`config.mk`:
```
export PLATFORM = sky130hd
export DESIGN_NAME = scan_slot_sync_flat
export DESIGN_NICKNAME = d
export VERILOG_FILES = /design/src/rtl/scan_slot_if.sv /design/src/rtl/scan_slot_sync.sv /design/src/flat_wrapper.sv
export SDC_FILE = /design/constraint.sdc
export NUM_CORES = 1
export LEC_CHECK = 0
export BUFFER_PORTS_ARGS = -buffer_cell sky130_fd_sc_hd__buf_2
export CAP_MARGIN = 20
export CORE_MARGIN = 2
export CORE_UTILIZATION = 56
export CTS_CLUSTER_SIZE = 24
export DETAILED_ROUTE_END_ITERATION = 7
export GPL_TIMING_DRIVEN = 0
export PLACE_DENSITY_LB_ADDON = 0.25
export SLEW_MARGIN = 20
export SYNTH_ARGS = -nofsm -noshare
export SYNTH_HDL_FRONTEND = slang
export SYNTH_SLANG_ARGS = --single-unit
```
`constraint.sdc`:
```
create_clock -name clk -period 3.8 [get_ports clk]
set_input_delay 0.76 -clock clk [delete_from_list [all_inputs] [get_ports clk]]
set_output_delay 0.76 -clock clk [all_outputs]
set_load 0.05 [all_outputs]
```
`src/rtl/scan_slot_if.sv`:
```
// Scan chain link bundle: the four single-bit chain signals passed from one
// slot (or the scan controller) to the next.
interface scan_slot_if;
  logic scan_clk;
  logic scan_data;
  logic scan_select;
  logic scan_latch_en;

  modport master (
    output scan_clk,
    output scan_data,
    output scan_select,
    output scan_latch_en
  );

  modport slave (
    input scan_clk,
    input scan_data,
    input scan_select,
    input scan_latch_en
  );
endinterface

```
`src/rtl/scan_slot_sync.sv`:
```
// scan_slot_sync: one tiny-design slot on the scan chain, fully synchronous
// to the system clock. The incoming scan clock is treated as data: it is
// synchronized, glitch-filtered by a small FSM, and its filtered rising edge
// shifts (or parallel-loads) the slot shift register. A rising edge on the
// latch enable copies the shift register onto module_data_in. All chain
// signals are re-timed and forwarded to the next slot with matched latency.
//
// Optional feature macro: SCAN_SLOT_LATCH_CNT_EN adds an 8-bit wrapping
// latch_count output that increments on every module_data_in update.
module scan_slot_sync #(
  parameter int NUM_IOS     = 8,
  parameter int FILT_CYCLES = 2
) (
  input  logic               clk,
  input  logic               reset_n,
  scan_slot_if.slave         chain_in,
  scan_slot_if.master        chain_out,
  output logic [NUM_IOS-1:0] module_data_in,
  input  logic [NUM_IOS-1:0] module_data_out
`ifdef SCAN_SLOT_LATCH_CNT_EN
  ,
  output logic [7:0]         latch_count
`endif
);

  localparam int CNT_W = (FILT_CYCLES < 1) ? 1 : $clog2(FILT_CYCLES + 1);
  localparam logic [CNT_W-1:0] CNT_LAST = CNT_W'(FILT_CYCLES - 1);
  localparam logic [CNT_W-1:0] CNT_ONE  = CNT_W'(1);

  typedef enum logic {ST_LO, ST_HI} state_t;

  // Stage p0/p1: two-flop synchronizer, bit order {clk, data, sel, lat}
  logic [3:0] sync_p0;
  logic [3:0] sync_p1;

  logic clk_s;
  logic data_s;
  logic sel_s;
  logic lat_s;

  state_t           state;
  state_t           state_nxt;
  logic [CNT_W-1:0] cnt;
  logic [CNT_W-1:0] cnt_nxt;
  logic             rise;
  logic             capture;

  logic             data_hold;
  logic             sel_hold;
  logic             data_eff;
  logic             sel_eff;

  logic [NUM_IOS-1:0] shift_q;
  logic               lat_q;
  logic               lat_edge;

  logic               clk_out_q;
  logic [FILT_CYCLES:0] sel_pipe;
  logic [FILT_CYCLES:0] lat_pipe;

  // Synchronize the four asynchronous chain inputs into the clk domain
  always_ff @(posedge clk) begin
    if (!reset_n) begin
      sync_p0 <= '0;
      sync_p1 <= '0;
    end else begin
      sync_p0 <= {chain_in.scan_clk, chain_in.scan_data,
                  chain_in.scan_select, chain_in.scan_latch_en};
      sync_p1 <= sync_p0;
    end
  end

  assign clk_s  = sync_p1[3];
  assign data_s = sync_p1[2];
  assign sel_s  = sync_p1[1];
  assign lat_s  = sync_p1[0];

  // Filter FSM state and disagreement counter registers
  always_ff @(posedge clk) begin
    if (!reset_n) begin
      state <= ST_LO;
      cnt   <= '0;
    end else begin
      state <= state_nxt;
      cnt   <= cnt_nxt;
    end
  end

  // Accept a new scan_clk level only after it has held for FILT_CYCLES samples
  always_comb begin
    state_nxt = state;
    cnt_nxt   = '0;
    rise      = 1'b0;
    if (clk_s != (state == ST_HI)) begin
      if (cnt == CNT_LAST) begin
        state_nxt = (state == ST_LO) ? ST_HI : ST_LO;
        rise      = (state == ST_LO);
      end else begin
        cnt_nxt = cnt + CNT_ONE;
      end
    end
  end

  // Data/select are taken at the raw edge; with a one-sample filter the
  // capture and the rise coincide, so the live value is used directly.
  assign capture  = (state == ST_LO) && clk_s && (cnt == '0);
  assign data_eff = capture ? data_s : data_hold;
  assign sel_eff  = capture ? sel_s  : sel_hold;

  // Hold data/select seen on the first cycle of a candidate rising edge
  always_ff @(posedge clk) begin
    if (!reset_n) begin
      data_hold <= 1'b0;
      sel_hold  <= 1'b0;
    end else if (capture) begin
      data_hold <= data_s;
      sel_hold  <= sel_s;
    end
  end

  // Shift register: parallel load or shift-in on each accepted rise
  always_ff @(posedge clk) begin
    if (!reset_n) begin
      shift_q <= '0;
    end else if (rise) begin
      if (sel_eff) begin
        shift_q <= module_data_out;
      end else begin
        shift_q <= {shift_q[NUM_IOS-2:0], data_eff};
      end
    end
  end

  assign lat_edge = lat_s & ~lat_q;

  // Latch edge detect and module_data_in update (reads pre-shift contents)
  always_ff @(posedge clk) begin
    if (!reset_n) begin
      lat_q          <= 1'b0;
      module_data_in <= '0;
    end else begin
      lat_q <= lat_s;
      if (lat_edge) begin
        module_data_in <= shift_q;
      end
    end
  end

`ifdef SCAN_SLOT_LATCH_CNT_EN
  // Count module_data_in updates, wrapping at 8 bits
  always_ff @(posedge clk) begin
    if (!reset_n) begin
      latch_count <= 8'd0;
    end else if (lat_edge) begin
      latch_count <= latch_count + 8'd1;
    end
  end
`endif

  // Stage p2: re-timed chain outputs, select/latch delayed to match the clock path
  always_ff @(posedge clk) begin
    if (!reset_n) begin
      clk_out_q <= 1'b0;
      sel_pipe  <= '0;
      lat_pipe  <= '0;
    end else begin
      clk_out_q <= (state == ST_HI);
      sel_pipe  <= {sel_pipe[FILT_CYCLES-1:0], sel_s};
      lat_pipe  <= {lat_pipe[FILT_CYCLES-1:0], lat_s};
    end
  end

  assign chain_out.scan_clk      = clk_out_q;
  assign chain_out.scan_data     = shift_q[NUM_IOS-1];
  assign chain_out.scan_select   = sel_pipe[FILT_CYCLES];
  assign chain_out.scan_latch_en = lat_pipe[FILT_CYCLES];

endmodule

```
`src/flat_wrapper.sv`:
```
// flat-port wrapper written by rule: the top's interface ports become plain ports
module scan_slot_sync_flat 
#(
  parameter int NUM_IOS     = 8,
  parameter int FILT_CYCLES = 2
)
  (clk, reset_n, module_data_in, module_data_out, chain_in_scan_clk, chain_in_scan_data, chain_in_scan_select, chain_in_scan_latch_en, chain_out_scan_clk, chain_out_scan_data, chain_out_scan_select, chain_out_scan_latch_en);
  scan_slot_if chain_in_i ();
  scan_slot_if chain_out_i ();
  input  logic clk;
  input  logic reset_n;
  output logic [NUM_IOS-1:0] module_data_in;
  input  logic [NUM_IOS-1:0] module_data_out;
  input wire logic [$bits(chain_in_i.scan_clk)-1:0] chain_in_scan_clk;
  input wire logic [$bits(chain_in_i.scan_data)-1:0] chain_in_scan_data;
  input wire logic [$bits(chain_in_i.scan_select)-1:0] chain_in_scan_select;
  input wire logic [$bits(chain_in_i.scan_latch_en)-1:0] chain_in_scan_latch_en;
  output wire logic [$bits(chain_out_i.scan_clk)-1:0] chain_out_scan_clk;
  output wire logic [$bits(chain_out_i.scan_data)-1:0] chain_out_scan_data;
  output wire logic [$bits(chain_out_i.scan_select)-1:0] chain_out_scan_select;
  output wire logic [$bits(chain_out_i.scan_latch_en)-1:0] chain_out_scan_latch_en;
  assign chain_in_i.scan_clk = chain_in_scan_clk;
  assign chain_in_i.scan_data = chain_in_scan_data;
  assign chain_in_i.scan_select = chain_in_scan_select;
  assign chain_in_i.scan_latch_en = chain_in_scan_latch_en;
  assign chain_out_scan_clk = chain_out_i.scan_clk;
  assign chain_out_scan_data = chain_out_i.scan_data;
  assign chain_out_scan_select = chain_out_i.scan_select;
  assign chain_out_scan_latch_en = chain_out_i.scan_latch_en;
  scan_slot_sync #(.NUM_IOS(NUM_IOS), .FILT_CYCLES(FILT_CYCLES)) u_core (.clk(clk), .reset_n(reset_n), .chain_in(chain_in_i), .chain_out(chain_out_i), .module_data_in(module_data_in), .module_data_out(module_data_out));
endmodule
```
* After elaboration in Yosys (flattened, before gate mapping)
Cells that the tools add are included.
** Storage, ports and cells
- Register bits after elaboration :: 37
- Output and inout port bits :: 12
- Logic and storage cells :: 31
** Operators by class
- Add/subtract/negate cells :: 1
- Eq/ne operators :: 2
- Mux-type cells :: 6
- Bitwise operators :: 5
- Reduce and logical (&&, ||, !) cells :: 5
** Operators by type and width (number)
- 8-bit 2-to-1 mux :: 1
- 1-bit 2-to-1 mux :: 5
- 1-bit inverter :: 4
- 3-bit OR reduction :: 1
- 2-bit by 1-bit adder with 2-bit output (second input constant) :: 1
- 2-bit by 1-bit == test with 1-bit output (second input constant) :: 1
- 1-bit logical AND :: 2
- 2-bit zero test :: 1
- 2-bit AND reduction :: 1
- 1-bit bitwise AND :: 1
- 1-bit != test :: 1

* Logic depth before layout (Yosys ltp)
- Depth after elaboration :: 5
- Depth in mapped cells :: 7

* Worst setup path after synthesis
No wires, ideal clock.
- Path kind :: flip-flop to flip-flop
- Start :: register u_core.state
- End :: register u_core.shift_q[1]
- Setup time :: 0.128 ns
- Data arrival time :: 1.522 ns
- Required time :: 3.672 ns
- Setup slack :: 2.150 ns
- Cell stages (with the launch flop) :: 7
- Path buffers :: 1
- Period minus slack after synthesis :: 1.650 ns
- Cell sequence :: dfxtp_1 -> inv_1 -> ha_1 -> or3b_1 -> buf_2 -> nor4_1 -> a211oi_1
** Between the ends
- Longest elaborated chain between the ends :: 5
** Ends and longest elaborated chain
- from (decl) :: line scan_slot_sync.sv:41 : state_t state;
- from (signal assigned) :: line scan_slot_sync.sv:84 : state <= state_nxt;
- 1-bit inverter
- 1-bit logical AND (2 in a row) :: line scan_slot_sync.sv:106 : assign capture = (state == ST_LO) && clk_s && (cnt == '0);
- 1-bit 2-to-1 mux :: line scan_slot_sync.sv:108 : assign sel_eff = capture ? sel_s : sel_hold;
- 8-bit 2-to-1 mux :: line scan_slot_sync.sv:126 : if (sel_eff) begin
- to (signal assigned) :: line scan_slot_sync.sv:127 : shift_q <= module_data_out;
- to (signal assigned) :: line scan_slot_sync.sv:129 : shift_q <= {shift_q[NUM_IOS-2:0], data_eff};
- to (decl) :: line scan_slot_sync.sv:53 : logic [NUM_IOS-1:0] shift_q;
Several ways; a longest one is shown, not always the timed one.
A chain may end at the register's enable or synchronous reset.

* Worst setup path after layout
- Start :: register u_core.state
- End :: register u_core.shift_q[3]
The elaborated chain is that of the path after synthesis.

==> impl_metrics.yaml <==
drt:
  drtAntennaViolNets: 0
  dr_wl_met3_um: 166
  drc_errors: 0
  drt-total-wl_um: 2430
  highest_layer: "met4"
  drt_first_pass_iters: 4
  wl_met2_um: 1170
  routed-via-count: 1017
  wl_per_cell_um: 12.8
  met1_length_um: 1040
  drt_iter0_drc: 30
  vias_per_cell: 5.35
synthesis:
  synth_most_common_cell: "dfxtp_1"
  ys_warn_count: 0
  synth_xor_area_share_pct: 0
  synth-seq-cells: 36
  synth_area_per_cell_um2: 10.3
  synth_async_sr_flop_share_pct: 0
  netlist.area_leader.share_pct: 54.3
  yosys.area.top_type: "dfxtp_1"
  synth.area.mux_share_pct: 6.03
  synth.area.top_cells: "dfxtp_1 54%, and2_1 6.6%, mux2i_1 6.0%, nor2_1 4.5%, a211oi_1 4.0%"
  synth_cell_types: 27
  synthAdderAreaFrac_pct: 2.83
  synth-simple-area-share_pct: 19.9
  ys.flop_type: "dfxtp_1"
  ys_top_cells_by_count: "36 x dfxtp_1, 16 x nor2_1, 14 x and2_1"
  ys_seq_area_share_pct: 54.3
  synth_top_family_by_area: "simple AND/OR/NAND/NOR gates"
  syn_inst: 129
  synth-compound-area-share_pct: 11.4
  synth_area_um2: 1330
  synth.net_count: 146
  synth_edf_count: 0
setup_path:
  cp_max_fo: 8
  worstReg2RegStart: "u_core.state$_SDFFE_PN0P_"
  worstPathArrival_ps: 2210
  required_ps: 4050
  cpMaxStageDelayCell: "nor3b_1"
  path_buf_inv: 1
  crit_end: "u_core.shift_q[3]$_SDFFE_PN0P_"
  max_stage_delay_ps: 660
  end_kind: "flip-flop"
  crit_chain: "inv_1 > ha_1 > nor3b_1 > o21ai_0 > a211oi_1"
  crit_type: "reg -> reg"
  cpLargestDelayFamily: "simple AND/OR/NAND/NOR gates"
  r2r-end: "u_core.shift_q[3]$_SDFFE_PN0P_"
  rrSetupSlack_ps: 1830
  start_kind: "flip-flop"
  path_depth: 5
  ff2ff_path_depth: 5
  crit_path_start: "u_core.state$_SDFFE_PN0P_"
final_layout:
  fin_nets: 178
  postLayoutCoreUtil_pct: 70.0
  antenna_cells: 0
  final_layout_size_suffix_gt1_share_pct: 25.3
  area_growth_pct: 17.8
timing:
  max_freq_mhz: 508
  period_share_pct: 51.8
  setup_viol: 0
  finalClockSkew_ps: 5.90
  min_period_ps: 1970
  rsz0062_at_grt: "no"
  tightest_slew_ps: 780
  maxSlewViolCount: 0
  final_hold_viol_count: 0
  max_slew_margin_pct: 47.9
  tns_ps: 0
floorplan:
  coreArea_um2: 2230
  die_x_um: 52.7
  placementRows: 17
  die_h_um: 52.7
  num_io_pins: 26
  die-area_um2: 2780
  initial_core_util_pct: 59.4
power_and_ir_drop:
  p_per_area_nw_per_um2: 430
  p_int_uw: 535
  seq_power_share_pct: 57.4
  p_leak_uw: 0.000704
  p_sw_share_pct: 20.4
  p_switching_uw: 137
  clkPwrFrac_pct: 38.0
  totalPowerFinal_uw: 673
  ir_worst_vdd_v: 0.000543
  comb_power_share_pct: 4.6
outcome:
  status: "completed"
placed_design:
  hpwl_um: 1750
  routabilityCongestion: 0.813
  numPortBuffers: 25
grt:
  grt_pass1_wl_um: 4010
  grt_max_degree: 12
  antenna_found_initial: 0
  grt_util_all_layers_pct: 20.9
  grt_pass1_vias: 948
  overflow: 0
clock_tree:
  post_cts_resized: 0
  post_cts_buffers: 0
  ctsHoldBuffers: 0
  cts.path.max_buffers: 2
  numCtsBuffers: 5
  htreeDepth: 2
  clkLatencyLatePin_ps: 340
  cts.reportedPaths.clkPinSlew_ps: 100
  cts_root_buffer: "clkbuf_4"
  clock_sinks: 36
  cts_tree: "yes"
run:
  maxCapViolations: 0
min_path:
  hold_path.class: "reg -> reg"
  min-delay-start: "u_core.sel_pipe[1]$_SDFF_PN0_"
-- cell families after synthesis --
family	Yosys count
flip-flops	36
AND/OR/NAND/NOR	47
multiplexers	8
buffers and inverters	13
adder cells (fa/ha/maj)	3
AO/OA/AOI/OAI	22
-- layout make-up --
type	count	area (µm²)
sequential	36	721
fill	178	669
multi-input combinational	80	533
timing repair buffer	25	125
buffer	8	55.1
clock buffer	6	41.3
clock inverter	2	35.0
tap	28	35.0
inverter	5	18.8
-- worst reg2reg max path, delay by kind of cell, from the launching register on --
family / cells / cell delay, ps
AND/OR/NAND/NOR: 1 / 660
flip-flops: 1 / 400
AO/OA/AOI/OAI: 2 / 390
adder cells (fa/ha/maj): 1 / 350
buffers and inverters: 1 / 80
-- power groups by stage --
stage / combinational [µW] / clock, µW / sequential (µW)
floorplan: 17.3 / 0 / 396
global placement: 30.0 / 0 / 394
detailed placement: 30.8 / 0 / 395
CTS: 31.1 / 264 / 386
global route: 34.4 / 283 / 387
finish: 30.9 / 256 / 386
-- placed cells by master (no fill, tap or decap) --
cell type,count
nor2_1,16
bufinv_16,1
or2_1,1
ha_1,3
nand2b_1,1
clkbuf_1,3
nor3b_1,1
buf_2,27
dfxtp_1,36
a21boi_2,1
buf_6,3
or3b_1,1
mux2i_1,8
o2111ai_1,1
a2111o_1,1
o21ai_0,8
nand3_1,2
and2_1,14
and3_4,1
a21bo_2,1
buf_1,1
inv_1,5
clkinv_2,1
and2_2,1
nor4b_1,1
a211oi_1,7
o211ai_1,1
nor4_1,8
clkbuf_4,5
a21oi_1,2
-- sequential cells by signal, summed over array words and instances, names as in the netlist, named ones only --
| register | count |
|---|---|
| u_core.chain_out.scan_clk | 1 |
| u_core.cnt | 2 |
| u_core.data_hold | 1 |
| u_core.lat_pipe | 3 |
| u_core.module_data_in | 8 |
| u_core.sel_pipe | 3 |
| u_core.shift_q | 8 |
| u_core.state | 1 |
| u_core.sync_p0 | 4 |
| u_core.sync_p1 | 4 |
-- how the worst min path moves through the flow --
stage,slack [ps],endpoint,cells after the start
detailed placement,420,u_core.sel_pipe[2]$_SDFF_PN0_,1
global placement,410,u_core.sel_pipe[2]$_SDFF_PN0_,1
global route,470,u_core.sync_p1[0]$_SDFF_PN0_,1
finish,440,u_core.sel_pipe[2]$_SDFF_PN0_,1
floorplan,410,u_core.lat_pipe[2]$_SDFF_PN0_,1
CTS,450,u_core.sel_pipe[2]$_SDFF_PN0_,1
-- per-layer routing --
| metal | track usage [%] | vias up |
|---|---|---|
| met5 | 0 | - |
| met4 | 10.7 | 0 |
| met3 | 9.14 | 6 |
| met2 | 32.5 | 30 |
| met1 | 24.2 | 470 |
| li1 | - | 511 |
-- through the flow --
step / cell area [µm²] / hold WS (ps) / cells / setup WS (ps)
6_report: 1560 / 443 / 190 / 1830
4_1_cts: 1560 / 447 / 190 / 1840
3_3_place_gp: 1490 / 414 / 182 / 1930
5_1_grt: 1560 / 473 / 190 / 1650
3_5_place_dp: 1490 / 420 / 182 / 1870
2_1_floorplan: 1330 / 412 / 129 / 2150
No activity file was read; power rests on OpenSTA's default activity.
